$ cat config.mk
export PLATFORM = sky130hd
export DESIGN_NAME = finite_pred_stream
export DESIGN_NICKNAME = d
export VERILOG_FILES = /design/src/rtl/finite_pred_stream.sv
export SDC_FILE = /design/constraint.sdc
export NUM_CORES = 1
export LEC_CHECK = 0
export CAP_MARGIN = 20
export CORE_ASPECT_RATIO = 1.1
export CORE_MARGIN = 4
export CORE_UTILIZATION = 48
export CTS_CLUSTER_SIZE = 16
export DETAILED_ROUTE_END_ITERATION = 16
export PLACE_DENSITY = 0.85
export REMOVE_ABC_BUFFERS = 1
export SYNTH_ARGS = -nofsm -noshare
export SYNTH_HDL_FRONTEND = slang
export SYNTH_SLANG_ARGS = --single-unit
$ cat constraint.sdc
create_clock -name clk -period 2.3 [get_ports clk]
set_input_delay 0.46 -clock clk [delete_from_list [all_inputs] [get_ports clk]]
set_output_delay 0.46 -clock clk [all_outputs]
set_load 0.02 [all_outputs]
$ cat src/rtl/finite_pred_stream.sv
// Streams predecessors (x-1 mod N) from a loaded start value, one per accepted
// output handshake, for a loaded number of steps; wraps from 0 to N-1.
module finite_pred_stream #(
  parameter int N  = 100,
  parameter int W  = $clog2(N),
  parameter int LW = 8
) (
  input  logic          clk,
  input  logic          rst,
  input  logic          ld_valid,
  input  logic [W-1:0]  ld_value,
  input  logic [LW-1:0] ld_len,
  output logic          ld_ready,
  output logic          out_valid,
  output logic [W-1:0]  out_data,
  input  logic          out_ready,
  output logic          wrap,
  output logic          done
);

  // Handshakes: a transfer happens on a rising edge where valid & ready are both
  // high; valid never depends on ready, and out_data is frozen while stalled.
  typedef enum logic {
    IDLE = 1'b0,
    RUN  = 1'b1
  } state_t;

  state_t         state, state_next;
  logic [W-1:0]   count, count_next;
  logic [LW-1:0]  remain, remain_next;
  logic           wrap_next, done_next;
  logic           ld_fire, out_fire;

  assign ld_ready  = (state == IDLE);
  assign out_valid = (state == RUN);
  assign out_data  = count;
  assign ld_fire   = ld_valid & ld_ready;
  assign out_fire  = out_valid & out_ready;

  always_comb begin
    state_next  = state;
    count_next  = count;
    remain_next = remain;
    wrap_next   = 1'b0;
    done_next   = 1'b0;
    case (state)
      IDLE: begin
        if (ld_fire) begin
          // Oversized start values fold into [0, N-1] so count < N always holds.
          count_next  = W'(ld_value % W'(N));
          remain_next = ld_len;
          if (ld_len != '0) state_next = RUN;
          else              done_next  = 1'b1;
        end
      end
      RUN: begin
        if (out_fire) begin
          count_next  = (count == '0) ? W'(N - 1) : count - W'(1);
          remain_next = remain - LW'(1);
          wrap_next   = (count == '0);
          if (remain == LW'(1)) begin
            state_next = IDLE;
            done_next  = 1'b1;
          end
        end
      end
      default: state_next = IDLE;
    endcase
  end

  always_ff @(posedge clk) begin
    if (!rst) begin
      state  <= IDLE;
      count  <= '0;
      remain <= '0;
      wrap   <= 1'b0;
      done   <= 1'b0;
    end else begin
      state  <= state_next;
      count  <= count_next;
      remain <= remain_next;
      wrap   <= wrap_next;
      done   <= done_next;
    end
  end

endmodule

==> results.py <==
metrics = {
    "status": {
        "status": "complete, no violations",
    },
    "global_routing": {
        "grt_pass1_wl_um": 5610,
        "grt_max_degree": 20,
        "grt_usage": 0.232,
        "grt_pass1_vias": 1396,
        "grt_overflow": 0,
        "antenna_found_initial": 0,
    },
    "synth": {
        "ys_seq_elements": 18,
        "synth_warnings": 0,
        "ys_seq_area_frac": 0.311,
        "yosysUniqueCellTypes": 39,
        "syn_avg_cell_area_um2": 7.72,
        "netlist_instances": 150,
        "synthesis.area_mm2": 0.00116,
    },
    "critical_path": {
        "crit_fanout": 19,
        "crit_required_ns": 1.84,
        "path_cells": "clkdlybuf4s50_1",
        "critPathSlowestCell": "clkdlybuf4s50_1",
        "critPathKind": "reg -> out",
        "cpLargestDelayFamily": "buffers and inverters",
        "cp-start-kind": "register",
        "crit_path_max_incr_delay_ns": 0.72,
        "cp.arrival_ns": 1.71,
        "critPathCaptureType": "primary output",
        "critical_path_buf_inv_count": 1,
    },
    "sta": {
        "setup_ws_ns": 0.128,
        "clock-skew-final_ns": 0.00172,
        "rsz0062_at_grt": "false",
        "hold_slack_ns": 0.478,
        "clock.fmax_mhz": 460,
        "relSlewSlack": 0.566,
        "period_needed_ns": 2.17,
        "setup_violations": 0,
        "hold_viol_final": 0,
        "tightest_slew_ns": 0.645,
        "setup_tns_ns": 0,
        "period_share": 0.944,
        "slew_viol_final": 0,
    },
    "worst_hold_path": {
        "min_path_type": "reg -> reg",
    },
    "detailed_routing": {
        "wire_per_inst_um": 15.3,
        "wl_um": 3330,
        "viasPerCell": 6.20,
        "ant_nets": 0,
        "vias": 1351,
        "drc": 0,
        "initialDrtViolationCount": 47,
        "dr.pass1.iters": 4,
    },
    "clock_network": {
        "cts_tree": "built",
        "clkTransAtPathRegs_ns": 0.10,
        "cts_sinks": 18,
        "post_cts_buffers": 0,
        "cts-resized-gates": 0,
        "insertion_delay_ns": 0.29,
        "htreeDepth": 1,
        "numCtsBuffers": 3,
        "clock_tree.root_cell": "clkbuf_4",
        "cts_buffer_depth": 2,
        "ctsHoldBuffers": 0,
    },
    "die": {
        "rows": 18,
        "dieArea_mm2": 0.00326,
        "io_pins": 30,
        "die_w_um": 54.8,
        "die_h_um": 59.5,
        "fp.coreArea_mm2": 0.00227,
        "initial_utilization": 0.509,
    },
    "place": {
        "pre_cts_ws_ns": -0.0858,
        "port-buffer-count": 29,
        "dp_hpwl_um": 2590,
        "placed_area_mm2": 0.00154,
        "gp_congestion": 0.869,
    },
    "power": {
        "power_leakage_uw": 0.000602,
        "ir_drop_v": 0.000323,
        "power.density_mw_per_mm2": 563,
        "power_uw": 887,
    },
    "finish": {
        "n_antenna_cell": 0,
        "num-nets-final": 214,
        "design_area_mm2": 0.00158,
        "drive_above_1_share": 0.106,
        "areaGrowthSynthToFinish_pct": 36.2,
        "final_common_cell": "clkdlybuf4s50_1",
        "final_cell_mix": "clkdlybuf4s50_1 (29), a21oi_1 (19), dfxtp_1 (18)",
    },
    "flow_run": {
        "max_cap_viol_count": 0,
    },
}
[final timing paths]
check,start,end,slack [ns],depth (start not counted)
hold / removal,remain[6],remain[6],0.48,1
setup reg to reg,out_valid,remain[3],0.46,4
hold reg to reg,remain[6],remain[6],0.48,1
setup / recovery,out_valid,out_valid,0.13,1
[cells by family after synthesis]
family	share of synthesized area
AO/OA/AOI/OAI	0.316
XOR/XNOR	0.00757
adder cells (fa/ha/maj)	0.0649
buffers and inverters	0.0562
flip-flops	0.311
multiplexers	0.00973
AND/OR/NAND/NOR	0.235
[cell type report]
type,instances,area [µm²]
tap,30,37.5
multi-input combinational,115,732
sequential,18,360
clock buffer,4,36.3
inverter,12,45.0
fill,202,698
timing repair buffer,39,365
[routing by layer]
| layer | global-route usage | share of wire | vias to the layer above | wire [µm] |
|---|---|---|---|---|
| met1 | 0.237 | 0.40 | 637 | 1320 |
| met5 | 0 | 0 | - | 0 |
| met2 | 0.427 | 0.52 | 63 | 1730 |
| met4 | 0.107 | 0.018 | 0 | 61 |
| met3 | 0.0504 | 0.066 | 8 | 219 |
| li1 | - | - | 643 | - |
[registers in the layout, summed over array words and instances, names as in the netlist]
name and cells:
done 1, out_data 7, wrap 1, remain 8, out_valid 1
[cells in the mapped netlist, drive strengths merged]
cell type / number / area [µm²]
a211o: 2 / 17.5
a211oi: 5 / 37.5
a21o: 1 / 7.51
a21oi: 20 / 104
a221oi: 1 / 8.76
a31oi: 5 / 31.3
a32oi: 2 / 17.5
and2: 1 / 8.76
and3: 1 / 6.26
and3b: 1 / 8.76
buf: 1 / 5.00
clkbuf: 4 / 15.0
dfxtp: 18 / 360
ha: 6 / 75.1
inv: 12 / 45.0
mux2: 1 / 11.3
nand2: 11 / 41.3
nand2b: 2 / 12.5
nand3: 4 / 20.0
nand4: 1 / 6.26
nand4b: 1 / 8.76
nand4bb: 1 / 11.3
nor2: 9 / 33.8
nor2b: 1 / 6.26
nor3: 5 / 25.0
nor3b: 1 / 7.51
nor4: 5 / 31.3
o211ai: 3 / 22.5
o21a: 2 / 15.0
o21ai: 11 / 55.1
o221ai: 2 / 17.5
o31ai: 3 / 22.5
o41ai: 1 / 8.76
or2: 1 / 6.26
or3b: 1 / 11.3
or4: 3 / 26.3
xor2: 1 / 8.76
[metrics by stage]
stage                      util  instances
after floorplan               -        145
after global placement    0.677        214
after detailed placement  0.677        214
after CTS                 0.693        218
after global routing      0.693        218
final                     0.693        218
[power by group]
part           internal, µW  switching, µW  total [µW]
sequential              341           41.0         382
clock                  96.4           99.2         196
combinational           148            162         310
Power figures use the tool's default switching activity.
